File: src/rtl/mem_arbiter_pkg.sv
// rtl/mem_arbiter_pkg.sv - shared types and constants for the RAM arbiter
//
// Purpose: FSM state encodings and port indices used by mem_arbiter and
// mem_arb_pick.
package mem_arbiter_pkg;

  typedef enum logic [1:0] {
    ARB_IDLE   = 2'd0,
    ARB_ACCESS = 2'd1,
    ARB_ACK    = 2'd2
  } arb_state_t;

  localparam logic ARB_PORT_CPU = 1'b0;
  localparam logic ARB_PORT_AUX = 1'b1;

endpackage

File: src/rtl/mem_arb_pick.sv
// rtl/mem_arb_pick.sv - combinational winner select for the RAM arbiter
//
// Purpose: choose which requesting port is granted in IDLE.
// Macro: MEM_ARB_ROUND_ROBIN_EN selects round-robin on contention;
//        undefined gives fixed port-0 priority.
// Ports:
//   req0, req1  in  request from port 0 / port 1
//   last_port   in  port served most recently (round-robin build only)
//   winner      out port to grant (meaningful only if a req is high)
module mem_arb_pick
  import mem_arbiter_pkg::*;
(
  input  logic req0,
  input  logic req1,
  input  logic last_port,
  output logic winner
);

`ifdef MEM_ARB_ROUND_ROBIN_EN
  // Contention goes to the port not served last; a lone request wins outright.
  assign winner = (req0 && req1) ? ~last_port
                                 : (req1 ? ARB_PORT_AUX : ARB_PORT_CPU);
`else
  logic unused_last_port;
  assign unused_last_port = last_port;
  assign winner = req0 ? ARB_PORT_CPU : (req1 ? ARB_PORT_AUX : ARB_PORT_CPU);
`endif

endmodule

File: src/rtl/mem_arbiter.sv
// rtl/mem_arbiter.sv - two-port arbiter in front of a single-port sync RAM
//
// Purpose: grant one of two masters, latch its command, sequence the RAM
// read latency and return data with a one-cycle ack.
// Macro: MEM_ARB_ROUND_ROBIN_EN enables round-robin on contention.
// Ports:
//   clk, reset (async active-low)
//   pN_req/we/addr/wdata  in  master N command, req held until ack
//   pN_ack/rdata          out completion pulse and read data
//   ram_address/data/rden/wren out, ram_q in   RAM interface
//   busy   out  not IDLE
//   gnt_id out  port owning current or most recent transaction
module mem_arbiter
  import mem_arbiter_pkg::*;
#(
  parameter int ADDR_W = 16,
  parameter int DATA_W = 8,
  parameter int RD_LAT = 2
) (
  input  logic              clk,
  input  logic              reset,
  input  logic              p0_req,
  input  logic              p0_we,
  input  logic [ADDR_W-1:0] p0_addr,
  input  logic [DATA_W-1:0] p0_wdata,
  input  logic              p1_req,
  input  logic              p1_we,
  input  logic [ADDR_W-1:0] p1_addr,
  input  logic [DATA_W-1:0] p1_wdata,
  output logic              p0_ack,
  output logic [DATA_W-1:0] p0_rdata,
  output logic              p1_ack,
  output logic [DATA_W-1:0] p1_rdata,
  output logic [ADDR_W-1:0] ram_address,
  output logic [DATA_W-1:0] ram_data,
  output logic              ram_rden,
  output logic              ram_wren,
  input  logic [DATA_W-1:0] ram_q,
  output logic              busy,
  output logic              gnt_id
);

  localparam int LAT_W = $clog2(RD_LAT + 1);
  localparam logic [LAT_W-1:0] LAT_LAST = LAT_W'(RD_LAT - 1);

  arb_state_t        state;
  logic              cmd_port;
  logic              cmd_we;
  logic [ADDR_W-1:0] cmd_addr;
  logic [DATA_W-1:0] cmd_wdata;
  logic [LAT_W-1:0]  lat_cnt;
  logic              winner;
  logic              last_port;

  mem_arb_pick u_pick (
    .req0      (p0_req),
    .req1      (p1_req),
    .last_port (last_port),
    .winner    (winner)
  );

`ifdef MEM_ARB_ROUND_ROBIN_EN
  // Resets to port 1 so port 0 wins the first contention.
  always_ff @(posedge clk or negedge reset) begin
    if (!reset) begin
      last_port <= ARB_PORT_AUX;
    end else if (state == ARB_ACK) begin
      last_port <= cmd_port;
    end
  end
`else
  assign last_port = ARB_PORT_AUX;
`endif

  always_ff @(posedge clk or negedge reset) begin
    if (!reset) begin
      state     <= ARB_IDLE;
      cmd_port  <= ARB_PORT_CPU;
      cmd_we    <= 1'b0;
      cmd_addr  <= '0;
      cmd_wdata <= '0;
      lat_cnt   <= '0;
      p0_rdata  <= '0;
      p1_rdata  <= '0;
    end else begin
      case (state)
        ARB_IDLE: begin
          if (p0_req || p1_req) begin
            cmd_port  <= winner;
            cmd_we    <= winner ? p1_we    : p0_we;
            cmd_addr  <= winner ? p1_addr  : p0_addr;
            cmd_wdata <= winner ? p1_wdata : p0_wdata;
            lat_cnt   <= '0;
            state     <= ARB_ACCESS;
          end
        end
        ARB_ACCESS: begin
          if (cmd_we) begin
            state <= ARB_ACK;
          end else begin
            lat_cnt <= lat_cnt + LAT_W'(1);
            // ram_q is valid at the edge closing the RD_LAT-th ACCESS cycle.
            if (lat_cnt == LAT_LAST) begin
              if (cmd_port == ARB_PORT_AUX) p1_rdata <= ram_q;
              else                          p0_rdata <= ram_q;
              state <= ARB_ACK;
            end
          end
        end
        ARB_ACK: state <= ARB_IDLE;
        default: state <= ARB_IDLE;
      endcase
    end
  end

  // RAM and handshake outputs decode from state and latched command only,
  // so requests never reach the RAM combinationally.
  assign ram_address = (state == ARB_ACCESS) ? cmd_addr : '0;
  assign ram_data    = (state == ARB_ACCESS && cmd_we) ? cmd_wdata : '0;
  assign ram_wren    = (state == ARB_ACCESS) && cmd_we;
  assign ram_rden    = (state == ARB_ACCESS) && !cmd_we;
  assign p0_ack      = (state == ARB_ACK) && (cmd_port == ARB_PORT_CPU);
  assign p1_ack      = (state == ARB_ACK) && (cmd_port == ARB_PORT_AUX);
  assign busy        = (state != ARB_IDLE);
  assign gnt_id      = cmd_port;

endmodule
File: config.mk
export PLATFORM = sky130hd
export DESIGN_NAME = mem_arbiter
export DESIGN_NICKNAME = d
export VERILOG_FILES = /design/src/rtl/mem_arbiter_pkg.sv /design/src/rtl/mem_arb_pick.sv /design/src/rtl/mem_arbiter.sv
export SDC_FILE = /design/constraint.sdc
export NUM_CORES = 1
export LEC_CHECK = 0
export ABC_AREA = 1
export CORE_ASPECT_RATIO = 1.2
export CORE_MARGIN = 3
export CORE_UTILIZATION = 43
export DETAILED_ROUTE_END_ITERATION = 10
export HOLD_SLACK_MARGIN = 0.08
export PLACE_DENSITY = 0.88
export SKIP_CTS_REPAIR_TIMING = 1
export SLEW_MARGIN = 10
export SYNTH_ARGS = -nofsm -noshare
export SYNTH_HDL_FRONTEND = slang
export SYNTH_SLANG_ARGS = --single-unit
File: constraint.sdc
create_clock -name clk -period 1.85 [get_ports clk]
set_clock_uncertainty 0.15 [all_clocks]
set_input_delay 0.37 -clock clk [delete_from_list [all_inputs] [get_ports clk]]
set_output_delay 0.37 -clock clk [all_outputs]
set_load 0.05 [all_outputs]
==> out/metrics.cfg, run 1 <==
[global_route]
antenna_found_initial=0
grt_max_degree=26
track_usage_pct=21.32
overflow=0
grt_pass1_vias=2552
grt_pass1_wl_um=11280

[floorplanning]
die_h_um=89.84
dieArea_sq_um=6816
start_util_pct=45.97
num_rows=29
fp.coreArea_sq_um=5479
die_width_um=75.87
ios=108

[critical_path]
endpoint_kind=output port
r2r_setup_slack_ns=0.28
worst-setup-path-type=reg -> out
critical_path.max_fanout=9
cp.required_ns=1.33
cp.arrival_ns=1.39
startpoint_type=register

[timing]
finalHoldViolCount=0
fin_crit_ns=1.913
period_share_pct=103.4
rsz0062_at_grt=true
worst_slack_ns=-0.06286
slew_headroom_pct=68.47
worstMarginPinSlew_ns=0.4730
hold_ws_ns=0.3286
setup_violations=26
max_freq_mhz=522.8
slew_violations=0

[pwr]
vdd_drop_max_uv=861.2
leakagePower_nw=2.065
power.density_nw_per_um2=1709

[layout]
drive_gt1_share_pct=26.72
num-fill-cells=378
syn_to_final_growth_pct=68.41
diodes=0
final_nets=526

[detailed_routing]
drt-met1-wl_um=2466
wl_per_cell_um=13.15
first_pass_iters=4
met2WireLength_um=3782
met3WireLength_um=618
num_vias=2606
antenna_left=0
via_per_inst=4.817
wirelength_um=7114
drt_first_iter_violations=91
top_layer=met4
drc=0

[placed_design]
place_ws_ns=0.06525
gp_congestion=0.8725
io_buffers=107
place_hpwl_um=5610

[synth]
yosysWarnings=0
syn_inst=344
yosysSeqAreaShare_pct=45.70
syn_nets=407
synth_top_cell_area_share_pct=45.70
synth_area_sq_um=2519
synth_area_leader_cell=dfrtp_1
ys_ff_latch=46
syn_avg_cell_area_sq_um=7.322
synth.distinct_cells=22
synth_area_leaders=dfrtp_1 (46%), nand2_1 (23%), nand3_1 (7.0%)

[clocking]
clk_pin_slew_ns=0.08
clkLatencyLatePin_ns=0.30
clock_path_buffers=2
clock_sinks=46
cts_made_buffers=5
cts_tree=done
htreeDepth=2
root_buffer=clkbuf_8

[outcome]
status=finished, violations left
violations=setup timing

[hold_path]
hold_path_class=reg -> reg

[run]
cap_viol_max_count=0

flip-flops by register name (all words and copies together) (netlist names):
| name | flops |
|---|---|
| lat_cnt | 2 |
| p1_rdata | 8 |
| gnt_id | 1 |
| cmd_wdata | 8 |
| state | 2 |
| p0_rdata | 8 |
| cmd_addr | 16 |
| cmd_we | 1 |
layout by cell type (no fill, tap or decap), drive strengths merged, types with 2 or more instances in the layout:
cell,count
buf,65
clkbuf,5
clkdlybuf4s50,60
clkinv,2
dfrtp,46
inv,37
nand2,166
nand3,37
nor2,29
nor3,2
o21ai,11
worst max-delay path, stage by stage (launching register included):
cell	delay (ns)
dfrtp_2	0.46
nor2_4	0.18
nand2_8	0.14
nor2_2	0.16
buf_12	0.15
cells by family (layout without fill, tap and decap cells):
family,after synthesis,count (layout),share of synthesized area (%)
AND/OR/NAND/NOR,234,234,40.19
AO/OA/AOI/OAI,12,12,2.831
adder cells (fa/ha/maj),1,1,0.4967
buffers and inverters,51,171,10.78
flip-flops,46,46,45.70
layout make-up:
class	count	area (sq um)	share of cell area, %
timing repair buffer	126	1500	35.37
inverter	37	146.4	3.451
clock inverter	3	21.27	0.5015
multi-input combinational	247	1255	29.59
clock buffer	5	68.82	1.622
sequential	46	1154	27.20
tap	77	96.34	2.271
metrics by stage:
step	setup TNS [ns]	cell area (sq um)	power [mW]	util, %	cells
after floorplan	-3.273	2557	4.525	-	344
after global placement	0	3990	6.198	72.82	529
after detailed placement	0	3990	6.332	72.82	529
after CTS	-2.521	4080	6.938	74.47	537
after global routing	-2.470	4242	7.684	77.41	541
final	-0.8613	4242	7.247	77.41	541
routing by layer:
layer | vias up | GRT usage (%)
met5 | - | 0
met4 | 0 | 10.20
met3 | 27 | 5.915
met2 | 125 | 37.14
met1 | 1177 | 22.58
li1 | 1277 | -
cells in the mapped netlist:
cell type and count:
nand2_1 157, dfrtp_1 46, nand3_1 35, inv_1 32, nor2_1 24, nand2_2 8
buf_6 6, buf_2 5, o21ai_0 5, o21ai_1 5, inv_2 4, nor2_4 4
buf_4 2, nand3_4 2, nor3_1 2, a21oi_1 1, buf_12 1, ha_1 1
inv_6 1, nand2_4 1, nor2_2 1, o21ai_4 1
power breakdown:
| group | internal (mW) | leakage (nW) | switching [mW] | total (mW) |
|---|---|---|---|---|
| Sequential | 1.49 | 0.555 | 0.297 | 1.78 |
| Combinational | 1.85 | 1.47 | 3.01 | 4.85 |
| Clock | 0.265 | 0.0441 | 0.343 | 0.608 |
| Total | 3.60 | 2.07 | 3.65 | 7.25 |
path summary, 6_finish.rpt:
path / depth (start not counted) / from / endpoint
worst max-delay path: 4 / state[1] / ram_data[1]
worst min-delay path: 2 / p0_rdata[3] / p0_rdata[3]
worst max register to register: 7 / lat_cnt[1] / p0_rdata[1]
worst min register to register: 2 / p0_rdata[3] / p0_rdata[3]
max in group asynchronous: 3 / reset / cmd_addr[12]
min in group asynchronous: 2 / reset / p1_rdata[1]
Power figures use the tool's default switching activity.
==> run 2, diff against run 1 <==
--- a/config.mk
+++ b/config.mk
@@ -7,12 +7,12 @@
 export LEC_CHECK = 0
 export ABC_AREA = 1
 export CORE_ASPECT_RATIO = 1.2
-export CORE_MARGIN = 3
 export CORE_UTILIZATION = 43
 export DETAILED_ROUTE_END_ITERATION = 10
 export HOLD_SLACK_MARGIN = 0.08
 export PLACE_DENSITY = 0.88
 export SKIP_CTS_REPAIR_TIMING = 1
+export SKIP_LAST_GASP = 1
 export SLEW_MARGIN = 10
 export SYNTH_ARGS = -nofsm -noshare
 export SYNTH_HDL_FRONTEND = slang
==> run 2 against run 1 <==
Against the previous run: the flow still finishes with violations (setup timing); worst hold slack worse by 0.0040 ns; cell area down 1.3%; clock power up 17%; global-route usage up 1.9 points; critical path type unchanged; largest cell class unchanged.
==> out/metrics.cfg, run 2 (same netlist as run 1, synthesis figures left out) <==
[global_route]
grt_pass1_wl_um=11060
grt_pass1_vias=2514
antenna_found_initial=0
grt_max_degree=47
overflow=0
track_usage_pct=23.17

[layout]
largest_register_ff_count=16
diodes=0
final_core_util_pct=73.86
final_common_cell=nand2_1
final_cell_mix=nand2_1 (157), clkdlybuf4s50_1 (60), dfrtp_1 (45)
drive_gt1_share_pct=26.41
largest_register=cmd_addr
final_nets=524
syn_to_final_growth_pct=66.22
num-fill-cells=398
final_cell_area_sq_um=4187

[pwr]
vdd_drop_max_uv=818.0
leakagePower_nw=2.060
combPwrFrac_pct=65.3
p_int_mw=3.634
power.density_nw_per_um2=1715
p_clk_share_pct=9.9
swShare_pct=49.38
power_frac_seq_pct=24.8
switchingPower_mw=3.544

[floorplanning]
die_h_um=85.84
fp.coreArea_sq_um=5668
die_width_um=71.87
ios=108
start_util_pct=44.44
dieArea_sq_um=6169
num_rows=30

[timing]
setup_violations=19
fin_crit_ns=1.881
worst_slack_ns=-0.03072
rsz0062_at_grt=true
hold_ws_ns=0.3246
worstMarginPinSlew_ns=0.5736
finalHoldViolCount=0
slew_violations=0
max_freq_mhz=531.7
slew_headroom_pct=61.76
period_share_pct=101.7

[clocking]
cts_tree=done
cts_made_buffers=5
clock_path_buffers=2
clock_sinks=46
clkLatencyLatePin_ns=0.30
root_buffer=clkbuf_8
clk_pin_slew_ns=0.08
htreeDepth=2

[outcome]
violations=setup timing
status=finished, violations left

[placed_design]
gp_congestion=0.8713
dpl_cell_area_sq_um=3961
place_hpwl_um=5163
place_ws_ns=0.08094
io_buffers=107

[critical_path]
critical_path.max_fanout=9
endpoint_kind=output port
cp.required_ns=1.33
worst-setup-path-type=reg -> out
startpoint_type=register
cp.arrival_ns=1.36

[detailed_routing]
via_per_inst=4.852
first_pass_iters=7
antenna_left=0
drc=0
wirelength_um=6704
wl_per_cell_um=12.37
num_vias=2630
drt_first_iter_violations=144

[run]
cap_viol_max_count=0

[hold_path]
hold_path_class=reg -> reg

[run 2: cell types whose count changed in the layout (fill, tap and decap cells not counted), moves of 2 or more]
| cell | delta |
|---|---|
| nor2_4 | -7 |
| buf_12 | -2 |
| clkbuf_8 | +3 |
| nor2_2 | +7 |
[run 2: power groups by stage]
stage                     combinational [mW]  clock, mW  sequential (mW)
after floorplan                         2.12          0             2.41
after global placement                  4.37          0             1.76
after detailed placement                4.48          0             1.78
after CTS                               4.48      0.714             1.77
after global routing                    4.98      0.764             1.84
final                                   4.69      0.710             1.78
[run 2: metrics by stage]
| stage | power, mW | cells | TNS (ns) |
|---|---|---|---|
| after floorplan | 4.525 | 344 | -3.273 |
| after global placement | 6.128 | 531 | 0 |
| after detailed placement | 6.260 | 531 | 0 |
| after CTS | 6.965 | 539 | -2.636 |
| after global routing | 7.582 | 542 | -1.546 |
| final | 7.179 | 542 | -0.2521 |
[run 2: routing by layer]
metal  wire, um  vias up  track usage (%)
li1           -     1276                -
met1       2468     1225            24.51
met2       3622      112            43.57
met3        454       17            5.993
met4        159        0            8.556
met5          0        -                0
[run 2: worst max-delay path, stage by stage (launching register included)]
cell and delay [ns]:
dfrtp_2 0.46, nor2_4 0.13, nand2_4 0.14, nor2_2 0.18
buf_12 0.16
[run 2: area by class of cell]
type                    count  area [sq um]  area share, %
clock buffers               8         110.1          2.630
inverters                  37         146.4          3.497
multi-input cells         247          1217          29.08
flip-flops and latches     46          1152          27.53
well taps                  80         100.1          2.391
repair buffers            124          1460          34.88
[run 2: final timing paths]
check                            start            to  cells past startpoint  slack [ns]
max                           state[1]   ram_data[4]                      4       -0.03
min                        p0_rdata[5]   p0_rdata[5]                      2        0.32
max reg2reg                 lat_cnt[1]   p0_rdata[3]                      7        0.28
min reg2reg                p0_rdata[5]   p0_rdata[5]                      2        0.32
max in group asynchronous        reset      state[1]                      3        0.60
min in group asynchronous        reset  cmd_addr[14]                      3        0.53
